File: src/rtl/dmem_wbuf_resp.sv
// Data memory with a posted-write buffer in front of a single-write-port RAM.
// Core stores are queued and drained in order. Loads see the youngest queued
// store to the same word. A host loader shares the RAM write port. The host
// is granted when the buffer is empty, or after it has waited STARVE cycles.
// WORDS is expected to be a power of two, because the word index is a plain
// bit slice of the byte address.
module dmem_wbuf_resp #(
    parameter int WORDS  = 64,
    parameter int WBUF   = 4,
    parameter int STARVE = 8
) (
    input  logic        clk,
    input  logic        reset,
    input  logic [31:0] aluoutm,
    input  logic [31:0] writedatam,
    input  logic        memwritem,
    output logic [31:0] readdatam,
    output logic        stallm,
    input  logic        hreq,
    input  logic [31:0] haddr,
    input  logic [31:0] hwdata,
    output logic        hack
);

    localparam int IDX_W  = (WORDS > 1) ? $clog2(WORDS) : 1;
    localparam int PTR_W  = (WBUF > 1) ? $clog2(WBUF) : 1;
    localparam int CNT_W  = $clog2(WBUF + 1);
    localparam int WAIT_W = $clog2(STARVE + 1);

    localparam logic [CNT_W-1:0]  CNT_FULL = CNT_W'(WBUF);
    localparam logic [WAIT_W-1:0] WAIT_MAX = WAIT_W'(STARVE);
    localparam logic [PTR_W-1:0]  PTR_LAST = PTR_W'(WBUF - 1);
    localparam logic [PTR_W:0]    PTR_MOD  = (PTR_W + 1)'(WBUF);

    typedef enum logic {
        ST_DRAIN = 1'b0,
        ST_HOST  = 1'b1
    } arb_state_t;

    // Storage: RAM is never reset; buffer payload needs no reset because
    // count/head/tail alone decide which entries are live.
    logic [31:0]      ram      [WORDS];
    logic [IDX_W-1:0] buf_idx  [WBUF];
    logic [31:0]      buf_data [WBUF];

    arb_state_t        state_reg;
    logic              hack_reg;
    logic              live_reg;
    logic [WAIT_W-1:0] waitcnt_reg;
    logic [CNT_W-1:0]  count_reg;
    logic [PTR_W-1:0]  head_reg;
    logic [PTR_W-1:0]  tail_reg;

    logic [IDX_W-1:0]  core_idx;
    logic [IDX_W-1:0]  host_idx;
    logic              full;
    logic              accept;
    logic              grant;
    logic              drain;
    logic              ram_we;
    logic [IDX_W-1:0]  ram_widx;
    logic [31:0]       ram_wdata;

    logic [PTR_W-1:0]  slot [WBUF];
    logic [WBUF-1:0]   hit;

    // Only the word index selects the RAM row; the other address bits alias
    // by design. The reduction below marks them as intentionally ignored.
    logic unused_addr_bits;
    assign unused_addr_bits = ^{aluoutm, haddr};

    // Pointer increment with wrap at WBUF, which need not be a power of two.
    function automatic logic [PTR_W-1:0] ptr_inc(input logic [PTR_W-1:0] p);
        return (p == PTR_LAST) ? '0 : p + 1'b1;
    endfunction

    assign core_idx = aluoutm[IDX_W+1:2];
    assign host_idx = haddr[IDX_W+1:2];

    // Stall only on a full buffer. A drain in the same cycle frees a slot
    // too late for this store, so the core retries on the next cycle.
    assign full   = (count_reg == CNT_FULL);
    assign stallm = memwritem & full;
    assign accept = memwritem & ~full;

    // The host wins the write port when the buffer is empty, or once it has
    // waited long enough. live_reg keeps the RAM untouched during reset and
    // on the first edge after it.
    assign grant = live_reg & (state_reg == ST_DRAIN) & hreq &
                   ((count_reg == '0) | (waitcnt_reg == WAIT_MAX));
    assign drain = (state_reg == ST_DRAIN) & ~grant & (count_reg != '0);

    assign ram_we    = grant | drain;
    assign ram_widx  = grant ? host_idx : buf_idx[head_reg];
    assign ram_wdata = grant ? hwdata : buf_data[head_reg];

    assign hack = hack_reg;

    // Map each age position (0 = oldest) to its physical slot, and flag live
    // entries whose index matches the current core address.
    genvar gi;
    generate
        for (gi = 0; gi < WBUF; gi++) begin : g_age
            logic [PTR_W:0] sum;
            assign sum      = {1'b0, head_reg} + (PTR_W + 1)'(gi);
            assign slot[gi] = (sum >= PTR_MOD) ? PTR_W'(sum - PTR_MOD) : sum[PTR_W-1:0];
            assign hit[gi]  = (count_reg > CNT_W'(gi)) && (buf_idx[slot[gi]] == core_idx);
        end
    endgenerate

    // Load data: younger positions override older ones, and all of them
    // override RAM. A store enqueued this cycle is not yet in the buffer.
    always_comb begin
        readdatam = ram[core_idx];
        for (int k = 0; k < WBUF; k++) begin
            if (hit[k]) begin
                readdatam = buf_data[slot[k]];
            end
        end
    end

    // Single RAM write port, shared by the host grant and the buffer drain.
    always_ff @(posedge clk) begin
        if (ram_we) begin
            ram[ram_widx] <= ram_wdata;
        end
    end

    // Enqueue the accepted store at the tail slot.
    always_ff @(posedge clk) begin
        if (accept) begin
            buf_idx[tail_reg]  <= core_idx;
            buf_data[tail_reg] <= writedatam;
        end
    end

    // FIFO pointers and occupancy; enqueue plus drain leaves count unchanged.
    always_ff @(posedge clk or negedge reset) begin
        if (!reset) begin
            count_reg <= '0;
            head_reg  <= '0;
            tail_reg  <= '0;
        end else begin
            if (accept) begin
                tail_reg <= ptr_inc(tail_reg);
            end
            if (drain) begin
                head_reg <= ptr_inc(head_reg);
            end
            case ({accept, drain})
                2'b10:   count_reg <= count_reg + 1'b1;
                2'b01:   count_reg <= count_reg - 1'b1;
                default: count_reg <= count_reg;
            endcase
        end
    end

    // Arbiter FSM. The grant edge moves the FSM to HOST and raises hack for
    // exactly one cycle. The FSM then returns to DRAIN unconditionally.
    always_ff @(posedge clk or negedge reset) begin
        if (!reset) begin
            state_reg   <= ST_DRAIN;
            hack_reg    <= 1'b0;
            waitcnt_reg <= '0;
            live_reg    <= 1'b0;
        end else begin
            live_reg <= 1'b1;
            hack_reg <= 1'b0;
            case (state_reg)
                ST_DRAIN: begin
                    if (grant) begin
                        state_reg <= ST_HOST;
                        hack_reg  <= 1'b1;
                    end
                end
                default: begin
                    state_reg <= ST_DRAIN;
                end
            endcase
            if (grant) begin
                waitcnt_reg <= '0;
            end else if (hreq && (waitcnt_reg != WAIT_MAX)) begin
                waitcnt_reg <= waitcnt_reg + 1'b1;
            end
        end
    end

endmodule

File: config.mk
export PLATFORM = sky130hd
export DESIGN_NAME = dmem_wbuf_resp
export DESIGN_NICKNAME = d
export VERILOG_FILES = /design/src/rtl/dmem_wbuf_resp.sv
export SDC_FILE = /design/constraint.sdc
export NUM_CORES = 2
export LEC_CHECK = 0
export CORE_MARGIN = 2
export CORE_UTILIZATION = 39
export DETAILED_ROUTE_END_ITERATION = 6
export GPL_ROUTABILITY_DRIVEN = 1
export PLACE_DENSITY = 0.59
export SLEW_MARGIN = 5
export SYNTH_ARGS = -nofsm -noshare
export SYNTH_HDL_FRONTEND = slang
export SYNTH_SLANG_ARGS = --single-unit
File: constraint.sdc
create_clock -name clk -period 5.3 [get_ports clk]
set_input_delay 0.53 -clock clk [delete_from_list [all_inputs] [get_ports clk]]
set_output_delay 0.53 -clock clk [all_outputs]
set_load 0.01 [all_outputs]
Word level (Yosys, flattened, before mapping) --
Memory sizes are Yosys's and may differ from the RTL's. Cells that the tools add are included. Widths: inputs -> output; s select.
Word-level totals: bits in registers 13, bits of input ports 132, bits in writable memories 2200, output and inout bits 34, memories 3, word-level logic and storage cells 82
Cells by class: add/subtract/negate cells 12, equal/unequal tests 11, reduce and logical (&&, ||, !) cells 9, $lt $le $gt $ge 8, bitwise operators 12, muxes and demuxes 21
Memory list:
- ram | depth 64, width 32, read ports 1, clocked after Yosys merged registers in 0, wr ports 1, RTL line 42 | logic [31:0] ram [WORDS];
- buf_data | depth 4, width 32, read ports 5, clocked after Yosys merged registers in 0, wr ports 1, RTL line 44 | logic [31:0] buf_data [WBUF];
- buf_idx | depth 4, width 6, read ports 5, clocked after Yosys merged registers in 0, wr ports 1, RTL line 43 | logic [IDX_W-1:0] buf_idx [WBUF];
Operator list (count):
- $mux 32 | 5
- $eq 6x6->1 | 4
- $mux 2 | 6
- $ge 3x3->1 const B | 3
- $mux 4 | 2
- $sub 2x1->2 const B | 4
- $and 1x1->1 | 7
- $add 2x2->3 const B | 2
- $eq 2x2->1 const B | 3
- $gt 3x1->1 const B | 2
- $gt 3x2->1 const B | 2
- $mux 1 | 6
- $mux 6 | 1
- $pmux 3 s2 | 1
- $logic_and 1x1->1 | 5
- $add 2x1->2 const B | 2
- $add 4x1->4 const B | 1
- $eq 4x4->1 const B | 1
- $ne 4x4->1 const B | 1
- $reduce_bool 2->1 | 2
- $add 2x1->3 const B | 1
- $add 3x1->3 const B | 1
- $eq 3x3->1 const B | 1
- $ge 2x3->1 const B | 1
- other kinds (6) | 9

Logic depth before layout (Yosys ltp) --
depth after elaboration 10, gate-level depth with buffers 12, gate-level depth less buffers 9

Worst setup path after synthesis --
OpenSTA, ideal clock, no wires.
kind register to register, start point reg count_reg[0], end point mem ram[0][17] (data pin), data required time 4598 ps, slack 497 ps, data arrival time 4101 ps, clock period less this slack 4803 ps, stages on the path, launching flop included 9, setup time 702 ps, buffers on the path 3, cells stage by stage dfrtp_1 inv_1 ha_1 nand2b_1 a211oi_1 clkbuf_1 clkbuf_1 buf_2 o21ai_0
On the way: longest elaborated chain between the ends 4
RTL lines:
- start, declared | RTL line 50 | logic [CNT_W-1:0] count_reg;
- start signal, assigned | RTL line 151 | 2'b10: count_reg <= count_reg + 1'b1;
- start signal, assigned | RTL line 152 | 2'b01: count_reg <= count_reg - 1'b1;
- start signal, assigned | RTL line 153 | default: count_reg <= count_reg;
- $logic_not 3->1 | RTL line 90 | ((count_reg == '0) | (waitcnt_reg == WAIT_MAX));
- $or 1x1->1 | RTL line 90
- $and 1x1->1 | RTL line 89 | assign grant = live_reg & (state_reg == ST_DRAIN) & hreq &
- $mux 32 | RTL line 95 | assign ram_wdata = grant ? hwdata : buf_data[head_reg];
- named net ram_wdata[17] | RTL line 62 | logic [31:0] ram_wdata;
- end, declared | RTL line 42
The timed path passes the listed nets, and every way through them passes these cells.

Worst setup path after layout --
start point reg head_reg[0], end point out readdatam[13]
On the way: longest elaborated chain between the ends 9, elaborated cells between the ends (all ways) 29, those cells by class add/sub (7); order compare (4); eq/ne (4); mux (8); reduce/logical (4); memory (2)
RTL lines:
- start, declared | RTL line 51 | logic [PTR_W-1:0] head_reg;
- start signal, assigned | RTL line 148 | head_reg <= ptr_inc(head_reg);
- $add 2x1->3, or another cell as far along | RTL line 105 | assign sum = {1'b0, head_reg} + (PTR_W + 1)'(gi);
- $ge 3x3->1, or another cell as far along | RTL line 106 | assign slot[gi] = (sum >= PTR_MOD) ? PTR_W'(sum - PTR_MOD) : sum[PTR_W-1:0];
- $mux 2 or $mem_v2 4x6 (tied branches)
- $mem_v2 4x6 or $eq 6x6->1 (tied branches)
- $eq 6x6->1 or $logic_and 1x1->1 (tied branches) | RTL line 107 | assign hit[gi] = (count_reg > CNT_W'(gi)) && (buf_idx[slot[gi]] == core_idx);
- $logic_and 1x1->1 or $mux 32 (tied branches) | RTL line 107, 116
- $mux 32 (2 in a row) | RTL line 116 | if (hit[k]) begin
- $mux 32 (*) | RTL line 116
- end, declared | RTL line 17 | output logic [31:0] readdatam,
Mark *: on every way between the ends. The rest lies on a longest branch, timed or not.

==> results.yml <==
clocking:
  cts_max_level: 4
  numCtsBuffers: 213
  path_clk_slew_ps: 60
  cts_tree: "built"
  holdBufCountCts: 0
  cts.path.max_buffers: 3
  clockRootBuffer: "clkbuf_16"
  cts_sinks: 2213
  clk_latency_ps: 860
placed_design:
  gp_congestion: 0.828
  post-place-ws_ps: 202
  placed_cells: 7230
  io_buffer_count: 113
  place_hpwl_um: 138000
run_status:
  status: "complete, no violations"
grt:
  grt_pass1_wl_um: 334000
  grt_use_total_pct: 20.0
  antenna_found_initial: 14
  grt_max_degree: 65
  grt_pass1_vias: 45000
  grt-ovfl-total: 0
synthesis:
  synth_fp_nets: 4208
  yosysUniqueCellTypes: 55
  synth-seq-cells: 2213
  netlist_area_um2: 89500
  synth_top_area_share_pct: 73.8
  yosysTopAreaCell: "edfxtp_1"
  yosysMostFrequentCell: "edfxtp_1"
  ys_top_cells_by_count: "2,200 x edfxtp_1, 687 x mux4_2, 123 x nor2_1"
  synthCells: 4062
  ys_top_cells_by_area: "edfxtp_1 74%, mux4_2 17%, mux2_2 1.1%"
  synth-seq-area-share_pct: 74.1
  synth-edff-count: 2200
  synth-async-reset-ratio_pct: 0.587
  avgSynthCellArea_um2: 22.0
  ys.flop_type: "edfxtp_1"
  yosysWarnings: 0
timing:
  max_clock_freq_mhz: 194
  max_slew_margin_pct: 9.96
  setup_violations: 0
  rsz0062_at_grt: "false"
  finalWorstSetupSlack_ps: 145
  period_needed_ps: 5160
  tns_ps: 0
  skew_ps: 44.5
  hold_slack_ps: 71.6
  tightest_slew_ps: 1350
  hold_violations: 0
  slew_violations: 0
  timing.final.crit_share_pct: 97.3
setup_path:
  end_kind: "output port"
  slowest_delay_ps: 580
  worstPathArrival_ps: 4630
  critical_path_required_ps: 4770
  crit_path_max_fanout: 51
  critPathKind: "flip-flop to output port"
  cp_slowest_cell: "dfrtp_4"
  cp-start-kind: "flip-flop"
  reg2reg_depth: 10
  critical_path.cell_chain: "buf_4 > mux4_2 > xnor2_1 > nand4_1 > or2_2 > buf_4 > o21a_1 > a22oi_1 > a31oi_1 > buf_4 > clkdlybuf4s50_1"
  critPathMostFrequentCell: "buf_4"
pwr:
  seq_power_share_pct: 47.5
  combPwrFrac_pct: 24.9
  p_int_mw: 36.9
  design_power_total_mw: 52.7
  p_switching_mw: 15.8
  swShare_pct: 30.0
  p_leak_nw: 32.1
  pwr-share-clk_pct: 27.6
  pwr_density_cell_nw_per_um2: 507
  peakVddDrop_mv: 0.364
route:
  ant_nets: 0
  via_per_inst: 5.86
  wl_per_cell_um: 31.0
  drc: 0
  routed_wl_um: 236000
  drt_iter0_drc: 5529
  first_pass_iters: 5
  via_count: 44700
final_layout:
  syn2layout_area_growth_pct: 16.1
  final_nets: 4588
  drive_gt1_share_pct: 31.9
  largest_reg_flops: 2048
  top_register: "ram"
  fin_cells: 7625
  largest_registers: "ram (2048), buf_data (128), buf_idx (24)"
floorplanning:
  die_width_um: 483
  die_y_um: 483
  dieArea_um2: 233000
  pin_count: 166
  core_um2: 228000
  rows: 175
  start_util_pct: 39.3
min_path:
  hold_class: "input port to async pin"
job:
  maxCapViolations: 0
[critical path, delay by kind of cell (launching register included)]
kind                      cells  cell delay [ps]
buffers and inverters         4             1270
AOI/OAI and AO/OA             3              650
DFF                           1              580
muxes                         1              540
and+or+nand+nor               2              480
xor gates and xnor gates      1              200
[cell type report]
| class | count | area, um^2 |
|---|---|---|
| antenna | 6 | 15.0 |
| timing repair buffer | 422 | 4730 |
| tap | 3009 | 3760 |
| multi-input combinational | 1579 | 22400 |
| clock inverter | 124 | 1030 |
| sequential | 2213 | 66400 |
| inverter | 13 | 50.0 |
| fill | 18900 | 124000 |
| clock buffer | 259 | 5570 |
[worst paths after layout]
kind	endpoint	slack, ps	from
max	readdatam[13]	140	head_reg[0]$_DFFE_PN0P_
max in group asynchronous	head_reg[0]$_DFFE_PN0P_	4760	reset
min in group clk	buf_idx[1][0]$_DFFE_PP_	280	aluoutm[2]
max reg2reg	ram[14][25]$_DFFE_PP_	870	count_reg[0]$_DFFE_PN0P_
min	waitcnt_reg[3]$_DFFE_PN0P_	70	reset
min reg2reg	waitcnt_reg[3]$_DFFE_PN0P_	550	waitcnt_reg[3]$_DFFE_PN0P_
[per-stage QoR]
| step | cell area, um^2 | util [%] |
|---|---|---|
| final | 104000 | 45.6 |
| after global routing | 104000 | 45.6 |
| after detailed placement | 97200 | 42.7 |
| after floorplan | 89500 | - |
| after global placement | 97200 | 42.7 |
| after CTS | 104000 | 45.6 |
[placed cells by master, fill, tap and decap left out, types with 13 or more instances in the layout]
cell,n
o22ai_1,34
nand2b_1,15
nor3_1,27
ha_1,13
o31ai_1,29
mux2i_1,68
a21oi_1,24
a211oi_1,105
nor2_1,58
clkbuf_1,43
o21a_1,24
a31oi_1,27
a22oi_1,58
buf_4,204
edfxtp_1,2200
nand4b_1,25
mux2_2,88
clkbuf_16,216
clkinv_2,36
nand2_1,47
buf_12,100
clkinv_1,50
nor2b_1,61
clkdlybuf4s50_1,107
mux4_2,687
nor2_4,65
xnor2_1,24
bufinv_16,14
[layer usage]
metal,share of wire [%],up-vias,global-route usage [%]
li1,-,18200,-
met1,41,24300,27.9
met2,48,1848,32.2
met3,8.1,294,3.78
met4,2.5,12,5.27
met5,0.033,-,0
[what timing repair did]
item                                    in CTS  in global routing
setup buffers                                5                  1
pin swaps                                    3                  0
resized for setup                            7                  5
endpoints found under the setup margin      31                 21
[power groups by stage]
stage / logic (mW) / clock network (mW) / registers, mW
after floorplan: 7.02 / 0 / 25.2
after global placement: 12.8 / 0 / 25.3
after detailed placement: 13.1 / 0 / 25.4
after CTS: 13.1 / 14.8 / 25.0
after global routing: 13.8 / 15.4 / 25.2
final: 13.1 / 14.5 / 25.0
[cell families (layout without fill, tap and decap cells)]
kind of cell               after synthesis  count (layout)  synth area share (%)
adders and majority gates               14              14                 0.196
DFF                                   2213            2213                  74.1
other                                    1               7               0.00419
buffers and inverters                  270             818                  1.52
xor gates and xnor gates                32              32                 0.313
AOI/OAI and AO/OA                      335             335                  2.66
and+or+nand+nor                        354             354                  2.02
muxes                                  843             843                  19.1
Power figures use the tool's default switching activity.
